### src/rtl/keypad_encoder.sv
// keypad_encoder: turns 16-key press/release requests into PS/2-style scan-code byte sequences.
//
// Ports:
//   clk          rising-edge clock
//   reset        asynchronous, active-high; clears all state
//   key[3:0]     keypad index, sampled when a request is accepted
//   press        one-cycle request for the make sequence of key
//   key_release  one-cycle request for the break sequence of key ("release" is an SV keyword)
//   byte_out     current scan-code byte (0 when no byte is offered)
//   byte_valid   byte_out valid; held until transferred (byte_valid & byte_ready on a rising edge)
//   byte_ready   consumer accepts the offered byte
//   keyCode      {extended, code} of the last completed sequence
//   make         one-cycle pulse when a make sequence completes
//   brakee       one-cycle pulse when a break sequence completes
//   busy         high whenever the FSM is not idle
//   req_drop     one-cycle pulse, the cycle after a request was discarded because busy was high
//
// GAP_CYCLES idle cycles (byte_valid low) follow each byte except the last of a sequence.
module keypad_encoder #(
  parameter int unsigned GAP_CYCLES = 0
) (
  input  logic       clk,
  input  logic       reset,
  input  logic [3:0] key,
  input  logic       press,
  input  logic       key_release,
  output logic [7:0] byte_out,
  output logic       byte_valid,
  input  logic       byte_ready,
  output logic [8:0] keyCode,
  output logic       make,
  output logic       brakee,
  output logic       busy,
  output logic       req_drop
);

  localparam int unsigned GW = (GAP_CYCLES > 1) ? $clog2(GAP_CYCLES + 1) : 1;

  localparam logic [2:0] IDLE      = 3'd0;
  localparam logic [2:0] SEND_E0   = 3'd1;
  localparam logic [2:0] SEND_F0   = 3'd2;
  localparam logic [2:0] SEND_CODE = 3'd3;
  localparam logic [2:0] GAP       = 3'd4;
  localparam logic [2:0] DONE      = 3'd5;

  localparam logic [3:0] EXT_KEY = 4'd11;

  logic [2:0]    state;
  logic [2:0]    ret_state;   // byte state to resume after a gap
  logic [2:0]    after_state; // state following a transfer in the current byte state
  logic [3:0]    key_q;
  logic          brk_q;
  logic [15:0]   held;
  logic [GW-1:0] gap_cnt;

  function automatic logic [7:0] scan_code(input logic [3:0] k);
    case (k)
      4'd0:    scan_code = 8'h70;
      4'd1:    scan_code = 8'h69;
      4'd2:    scan_code = 8'h72;
      4'd3:    scan_code = 8'h7A;
      4'd4:    scan_code = 8'h6B;
      4'd5:    scan_code = 8'h73;
      4'd6:    scan_code = 8'h74;
      4'd7:    scan_code = 8'h6C;
      4'd8:    scan_code = 8'h75;
      4'd9:    scan_code = 8'h7D;
      4'd10:   scan_code = 8'h77;
      4'd11:   scan_code = 8'h4A;
      4'd12:   scan_code = 8'h7C;
      4'd13:   scan_code = 8'h7B;
      4'd14:   scan_code = 8'h79;
      default: scan_code = 8'h71;
    endcase
  endfunction

  // Outputs decode directly from state so byte_out cannot change while a byte is stalled.
  always_comb begin
    byte_valid = 1'b0;
    byte_out   = 8'h00;
    case (state)
      SEND_E0:   begin byte_valid = 1'b1; byte_out = 8'hE0;            end
      SEND_F0:   begin byte_valid = 1'b1; byte_out = 8'hF0;            end
      SEND_CODE: begin byte_valid = 1'b1; byte_out = scan_code(key_q); end
      default:   ;
    endcase
    busy   = (state != IDLE);
    make   = (state == DONE) && !brk_q;
    brakee = (state == DONE) && brk_q;
  end

  always_comb begin
    after_state = DONE;
    case (state)
      SEND_E0: after_state = brk_q ? SEND_F0 : SEND_CODE;
      SEND_F0: after_state = SEND_CODE;
      default: after_state = DONE;
    endcase
  end

  always_ff @(posedge clk or posedge reset) begin
    if (reset) begin
      state     <= IDLE;
      ret_state <= IDLE;
      key_q     <= 4'd0;
      brk_q     <= 1'b0;
      held      <= 16'd0;
      gap_cnt   <= '0;
      keyCode   <= 9'd0;
      req_drop  <= 1'b0;
    end else begin
      // Simultaneous press+release while idle is not a drop: press simply wins.
      req_drop <= busy && (press || key_release);
      case (state)
        IDLE: begin
          if (press) begin
            key_q <= key;
            brk_q <= 1'b0;
            state <= (key == EXT_KEY) ? SEND_E0 : SEND_CODE;
          end else if (key_release && held[key]) begin
            key_q <= key;
            brk_q <= 1'b1;
            state <= (key == EXT_KEY) ? SEND_E0 : SEND_F0;
          end
        end
        SEND_E0, SEND_F0, SEND_CODE: begin
          if (byte_ready) begin
            if (after_state == DONE) begin
              state       <= DONE;
              keyCode     <= {key_q == EXT_KEY, scan_code(key_q)};
              held[key_q] <= !brk_q;
            end else if (GAP_CYCLES > 0) begin
              state     <= GAP;
              ret_state <= after_state;
              gap_cnt   <= GW'(GAP_CYCLES - 1);
            end else begin
              state <= after_state;
            end
          end
        end
        GAP: begin
          if (gap_cnt == '0) state <= ret_state;
          else gap_cnt <= gap_cnt - GW'(1);
        end
        DONE:    state <= IDLE;
        default: state <= IDLE;
      endcase
    end
  end

endmodule

### config.mk
export PLATFORM = sky130hd
export DESIGN_NAME = keypad_encoder
export DESIGN_NICKNAME = d
export VERILOG_FILES = /design/src/rtl/keypad_encoder.sv
export SDC_FILE = /design/constraint.sdc
export NUM_CORES = 1
export LEC_CHECK = 0
export BUFFER_PORTS_ARGS = -buffer_cell sky130_fd_sc_hd__buf_2
export CORE_UTILIZATION = 45
export CTS_CLUSTER_SIZE = 14
export DETAILED_ROUTE_END_ITERATION = 6
export PLACE_DENSITY_LB_ADDON = 0.15
export SETUP_SLACK_MARGIN = 0.02
export SYNTH_ARGS = -nofsm -noshare
export SYNTH_HDL_FRONTEND = slang
export SYNTH_SLANG_ARGS = --single-unit
### constraint.sdc
create_clock -name clk -period 1.6 [get_ports clk]
set_clock_uncertainty 0.2 [all_clocks]
set_input_delay 0 -clock clk [delete_from_list [all_inputs] [get_ports clk]]
set_output_delay 0 -clock clk [all_outputs]
set_load 0.1 [all_outputs]
* Yosys cells after proc, flatten, opt, wreduce, memory -nomap -nowiden
Memory sizes are Yosys's and may differ from the RTL's. A register that Yosys moved wholly into a read port is not among the register bits.
Cells that the tools add are included.
** Cells by class
- Add/sub/neg operators :: 1
- $mul :: 0
- Div/mod/pow operators :: 0
- Magnitude comparators :: 3
- Eq/ne operators :: 11
- Shift-type cells :: 0
- Muxes and demuxes :: 22
- Bitwise gates (word level) :: 0
- Reduce and logical (&&, ||, !) cells :: 14
** Operators with widths (count)
- case mux 8 bit (3 select lines) :: 1
- bitwise mux 16 bit :: 1
- 2-to-1 mux 3 bit :: 5
- < comparator 4 x 5 -> 1 bit, second input constant :: 2
- equality test 3 bit, second input constant :: 3
- case mux 3 bit (3 select lines) :: 1
- equality test 4 bit, second input constant :: 2
- 2-to-1 mux 4 bit :: 2
- 2-to-1 mux 1 bit :: 7
- equality test 3 x 2 -> 1 bit, second input constant :: 2
- case mux 3 bit (2 select lines) :: 1
- AND reduction 3 bit :: 2
- logical AND 1 bit :: 5
- binary-select mux 1 bit (select 4 bit) :: 1
- demux 1 bit (select 4 bit) :: 1
- greater-or-equal comparator 4 x 1 -> 1 bit, second input constant :: 1
- 2-to-1 mux 2 bit :: 2
- equality test 3 x 1 -> 1 bit, second input constant :: 1
- logical NOT 3 bit :: 1
- inequality test 3 bit, second input constant :: 1
- nonzero test 3 bit :: 1
- OR reduction 3 bit :: 1
- inequality test 2 x 1 -> 1 bit, second input constant :: 1
- inequality test 2 bit, second input constant :: 1
- other kinds (5) :: 5
** Word-level totals
- Bits in registers :: 35
- Bits in latches :: 0
- RAM bits :: 0
- ROM bits :: 192
- Input bits :: 9
- Output and inout bits :: 22
- Word-level logic and storage cells :: 60
- Memories kept :: 2
** Memories
- (name not given) :: words 16, width 6, rd ports 1, clocked after Yosys merged registers in 1, wr ports 0, line 57 : case (k)
- (name not given) :: words 16, width 6, rd ports 1, clocked after Yosys merged registers in 0, wr ports 0, line 57

* Longest topological paths before layout
- Depth after elaboration :: 6
- Gate-level depth with buffers :: 7

* Worst setup path after synthesis
OpenSTA, ideal clock, no wires.
- Path type :: register to output
- From :: reg state[0]
- To :: out brakee
- Arrival time :: 2.961 ns
- Slack :: -1.561 ns
- Stages on the path, launching flop included :: 4
- Buffers on the path :: 1
- Cells stage by stage :: dfrtp_1 -> buf_1 -> nand2_1 -> nor3b_1
** On the way
- Longest elaborated chain between the ends :: 2
** Ends and longest elaborated chain
- start: declaration :: line 48 : logic [2:0] state;
- start signal: assignment :: line 119 : state <= (key == EXT_KEY) ? SEND_E0 : SEND_CODE;
- start signal: assignment :: line 123 : state <= (key == EXT_KEY) ? SEND_E0 : SEND_F0;
- start signal: assignment :: line 137 : state <= after_state;
- equality test 3 bit :: line 89 : brakee = (state == DONE) && brk_q;
- logical AND 1 bit :: line 89
- end: declaration :: line 32 : output logic brakee,
Every way passes these cells.

* Worst setup path in the final report
- From :: reg key_q[1]
- To :: out byte_out[0]
** On the way
- Longest elaborated chain between the ends :: 2
** Ends and longest elaborated chain
- start: declaration :: line 51 : logic [3:0] key_q;
- start signal: assignment :: line 117 : key_q <= key;
- start signal: assignment :: line 121 : key_q <= key;
- memory read (16 x 6 bit)
- case mux 8 bit (3 select lines) :: line 81 : case (state)
- end: declaration :: line 27 : output logic [7:0] byte_out,
Every way passes these cells.

==> flow_results.xml <==
<?xml version="1.0" encoding="UTF-8"?>
<metrics>
  <group name="worst_hold_path">
    <metric name="worstHoldPathType" unit="">in -&gt; reg</metric>
  </group>
  <group name="placement">
    <metric name="pre_cts_ws" unit="ns">-0.1735</metric>
    <metric name="detailedPlacementHpwl" unit="um">3853</metric>
    <metric name="placed_cell_area" unit="um2">2670</metric>
    <metric name="gp_routability_congestion" unit="">0.8795</metric>
    <metric name="input_output_buffers" unit="">29</metric>
  </group>
  <group name="global_route">
    <metric name="largest_net_degree_at_the_start_of_global_routing" unit="">34</metric>
    <metric name="antenna_found_initial" unit="">0</metric>
    <metric name="grt_use_total" unit="%">29.86</metric>
    <metric name="grt_remaining_overflow" unit="">0</metric>
    <metric name="vias_in_the_first_global_route" unit="">1981</metric>
    <metric name="grt_pass1_wl" unit="um">9604</metric>
  </group>
  <group name="clock_network">
    <metric name="worst_skew_pair.late_latency" unit="ns">0.30</metric>
    <metric name="clock-sinks" unit="">33</metric>
    <metric name="tritoncts_clock_tree" unit="">done</metric>
    <metric name="clock_slew_seen_by_the_registers_of_the_worst_setup_and_hold_paths" unit="ns">0.07</metric>
    <metric name="clock_tree.htree_level_count" unit="">2</metric>
    <metric name="clock_path_buffers" unit="">2</metric>
    <metric name="cts_buffers" unit="">5</metric>
    <metric name="clock-root-buffer" unit="">sky130_fd_sc_hd__clkbuf_8</metric>
  </group>
  <group name="floorplanning">
    <metric name="placement_rows" unit="">23</metric>
    <metric name="dieHeight" unit="um">67.25</metric>
    <metric name="floorplan.initialDensity" unit="%">47.21</metric>
    <metric name="dieArea" unit="um2">4522</metric>
    <metric name="die_width" unit="um">67.25</metric>
    <metric name="placeable_core_region" unit="um2">4058</metric>
    <metric name="num_io_pins" unit="">31</metric>
  </group>
  <group name="logic_synthesis">
    <metric name="library_cell_with_the_largest_summed_area_after_synthesis" unit="">sky130_fd_sc_hd__dfrtp_1</metric>
    <metric name="synthesis.instances" unit="">201</metric>
    <metric name="synth.ff_latch_count" unit="">33</metric>
    <metric name="synth-edff-count" unit="">0</metric>
    <metric name="netlist_cell_types" unit="">47</metric>
    <metric name="synth-seq-area-share" unit="%">43.11</metric>
    <metric name="number_of_warning_messages_in_the_yosys_log" unit="">3</metric>
    <metric name="dominant_synthesized_flop_cell" unit="">sky130_fd_sc_hd__dfrtp_1</metric>
    <metric name="netlist_area" unit="um2">1916</metric>
    <metric name="fraction_of_post_synthesis_cell_area_in_the_top_cell_type_by_area" unit="%">43.11</metric>
    <metric name="syn-num-nets" unit="">217</metric>
    <metric name="synth-async-reset-ratio" unit="%">100.0</metric>
    <metric name="yosys-top-cells-area" unit="">sky130_fd_sc_hd__dfrtp_1 43%, sky130_fd_sc_hd__o21ai_0 5.5%, sky130_fd_sc_hd__ha_1 4.6%</metric>
    <metric name="synthesis.area_per_instance" unit="um2">9.530</metric>
  </group>
  <group name="timing">
    <metric name="timing.fmax" unit="MHz">486.8</metric>
    <metric name="maxSlewViolCount" unit="">0</metric>
    <metric name="period_minus_slack" unit="ns">2.054</metric>
    <metric name="final-setup-viol-count" unit="">41</metric>
    <metric name="finalWorstSetupSlack" unit="ns">-0.4541</metric>
    <metric name="post-route-period-util" unit="%">128.4</metric>
    <metric name="rsz0062_at_grt" unit="">yes</metric>
    <metric name="final_hold_viol_count" unit="">0</metric>
  </group>
  <group name="setup_path">
    <metric name="combined_buffer_and_inverter_count_along_the_critical_path" unit="">3</metric>
    <metric name="worst_setup_path_end_kind" unit="">output port</metric>
    <metric name="arrival" unit="ns">1.85</metric>
    <metric name="crit_fanout" unit="">4</metric>
    <metric name="start_kind" unit="">flip-flop</metric>
    <metric name="required_time_of_the_critical_path" unit="ns">1.40</metric>
    <metric name="critical-path-max-stage-delay" unit="ns">0.49</metric>
    <metric name="timing.critical_path.max_delay_family" unit="">multiplexers</metric>
    <metric name="timing_worst_setup_path_type" unit="">reg -&gt; out</metric>
    <metric name="crit_path_cell_trace" unit="">inv_2, ha_4, inv_1, mux4_2, nor2_4, buf_12</metric>
    <metric name="cp_slowest_cell" unit="">sky130_fd_sc_hd__mux4_2</metric>
  </group>
  <group name="status">
    <metric name="run_status" unit="">finished with violations</metric>
    <metric name="failed_checks" unit="">setup timing</metric>
  </group>
  <group name="cells_and_area">
    <metric name="diodes" unit="">0</metric>
    <metric name="syn2layout_area_growth" unit="%">85.11</metric>
    <metric name="final_cell_area_excluding_filler_cells" unit="um2">3546</metric>
    <metric name="fraction_of_final_layout_cells_with_drive_strength_greater_than_1" unit="%">64.21</metric>
    <metric name="nNetsFinal" unit="">315</metric>
  </group>
  <group name="route">
    <metric name="vias" unit="">2064</metric>
    <metric name="totalWireLength" unit="um">7352</metric>
    <metric name="route.detailed.drc" unit="">0</metric>
    <metric name="drt_iter0_drc" unit="">160</metric>
    <metric name="wl_per_cell" unit="um">21.07</metric>
    <metric name="ant_nets" unit="">0</metric>
    <metric name="via_per_inst" unit="">5.914</metric>
    <metric name="drt_first_pass_iters" unit="">4</metric>
  </group>
  <group name="run">
    <metric name="max_cap_viol_count" unit="">0</metric>
  </group>
</metrics>
==> synthesized netlist by cell type, types with 3 or more instances <==
master / number
sky130_fd_sc_hd__a21oi_1: 4
sky130_fd_sc_hd__a31oi_1: 3
sky130_fd_sc_hd__buf_2: 3
sky130_fd_sc_hd__clkbuf_1: 8
sky130_fd_sc_hd__dfrtp_1: 33
sky130_fd_sc_hd__ha_1: 7
sky130_fd_sc_hd__inv_1: 15
sky130_fd_sc_hd__mux2_2: 3
sky130_fd_sc_hd__mux2i_1: 8
sky130_fd_sc_hd__nand2_1: 21
sky130_fd_sc_hd__nand3_1: 8
sky130_fd_sc_hd__nor2_1: 13
sky130_fd_sc_hd__o21ai_0: 21
sky130_fd_sc_hd__o22ai_1: 3
sky130_fd_sc_hd__o31ai_1: 7
sky130_fd_sc_hd__o32ai_1: 3
==> stage by stage <==
step	TNS, ns	cells	util (%)	hold WS (ns)
2_1_floorplan	-4.346	201	-	-0.07110
3_3_place_gp	-1.051	308	65.80	-0.09825
3_5_place_dp	-1.881	308	65.80	-0.08792
4_1_cts	-3.236	332	77.77	0.009230
5_1_grt	-10.65	349	87.39	0.09344
6_report	-8.697	349	87.39	0.06810
==> worst paths after layout <==
path / slack [ns] / from / end / depth (start not counted)
max in group asynchronous: 0.72 / reset / key_q[2]$_DFFE_PP0P_ / 4
worst max register to register: -0.30 / state[2]$_DFFE_PP0P_ / key_q[2]$_DFFE_PP0P_ / 6
min in group asynchronous: 0.13 / reset / keyCode[5]$_DFFE_PP0P_ / 4
worst min register to register: 0.28 / keyCode[4]$_DFFE_PP0P_ / keyCode[4]$_DFFE_PP0P_ / 2
worst min-delay path: 0.07 / key[3] / key_q[1]$_DFFE_PP0P_ / 4
worst max-delay path: -0.45 / key_q[1]$_DFFE_PP0P_ / byte_out[0] / 6
==> routing by layer <==
layer | part of all wire, % | track usage, % | up-vias
met5 | 0 | 0 | -
met3 | 4.6 | 9.122 | 37
li1 | - | - | 924
met4 | 4.6 | 15.96 | 0
met1 | 39 | 31.76 | 1013
met2 | 52 | 52.50 | 90
==> what timing repair did <==
item                       CTS  global route
gates cloned                 0             1
hold endpoints to repair    40             0
resized for setup           58            70
hold buffers                 7             0
pin swaps                   21            26
setup buffers               12            20
setup endpoints to repair   39            42
==> placed cells by master (no fill, tap or decap), types with 3 or more instances in the layout <==
master and n:
sky130_fd_sc_hd__o21ai_1 7, sky130_fd_sc_hd__nand3_2 3, sky130_fd_sc_hd__mux2i_2 3, sky130_fd_sc_hd__nor2_1 5, sky130_fd_sc_hd__clkbuf_8 6, sky130_fd_sc_hd__inv_1 11, sky130_fd_sc_hd__dfrtp_1 29, sky130_fd_sc_hd__o22ai_2 3
sky130_fd_sc_hd__nand2_4 3, sky130_fd_sc_hd__buf_12 13, sky130_fd_sc_hd__o31ai_1 3, sky130_fd_sc_hd__ha_4 5, sky130_fd_sc_hd__nand3_4 4, sky130_fd_sc_hd__buf_4 48, sky130_fd_sc_hd__buf_6 19, sky130_fd_sc_hd__nor2_4 8
sky130_fd_sc_hd__dfrtp_2 4, sky130_fd_sc_hd__o21ai_2 14, sky130_fd_sc_hd__nand2_2 3, sky130_fd_sc_hd__mux2i_1 5, sky130_fd_sc_hd__buf_2 17, sky130_fd_sc_hd__nand2_1 14, sky130_fd_sc_hd__o31ai_2 3, sky130_fd_sc_hd__dlygate4sd3_1 7
==> worst register-to-register path: stages (launching register included) <==
cell and delay, ns:
sky130_fd_sc_hd__dfrtp_2 0.46, sky130_fd_sc_hd__nor3_4 0.28, sky130_fd_sc_hd__buf_4 0.16, sky130_fd_sc_hd__buf_4 0.10, sky130_fd_sc_hd__o21ai_1 0.16, sky130_fd_sc_hd__buf_4 0.21
sky130_fd_sc_hd__o32ai_2 0.23
==> logic make-up after synthesis <==
group	synth area share [%]
compound gates	20.57
xor+xnor	0.9146
fa+ha+maj	4.572
buf+inv	6.074
flops	43.11
mux	9.863
other cells	0.1958
simple gates	14.70
==> state kept, by name, indices dropped and copies added (netlist names) <==
register / cells
held: 16
keyCode: 8
key_q: 4
state: 3
brk_q: 1
req_drop: 1
==> layout make-up <==
cell class | count | area [um2]
Inverter | 15 | 62.56
Sequential cell | 33 | 830.8
Timing Repair Buffer | 105 | 1005
Fill cell | 175 | 511.7
Tap cell | 50 | 62.56
Multi-Input combinational cell | 139 | 1499
Clock buffer | 7 | 86.33
Power is left out: the tool's default activity adds up to more than one toggle a clock period on the data nets, which glitch-free logic cannot reach.
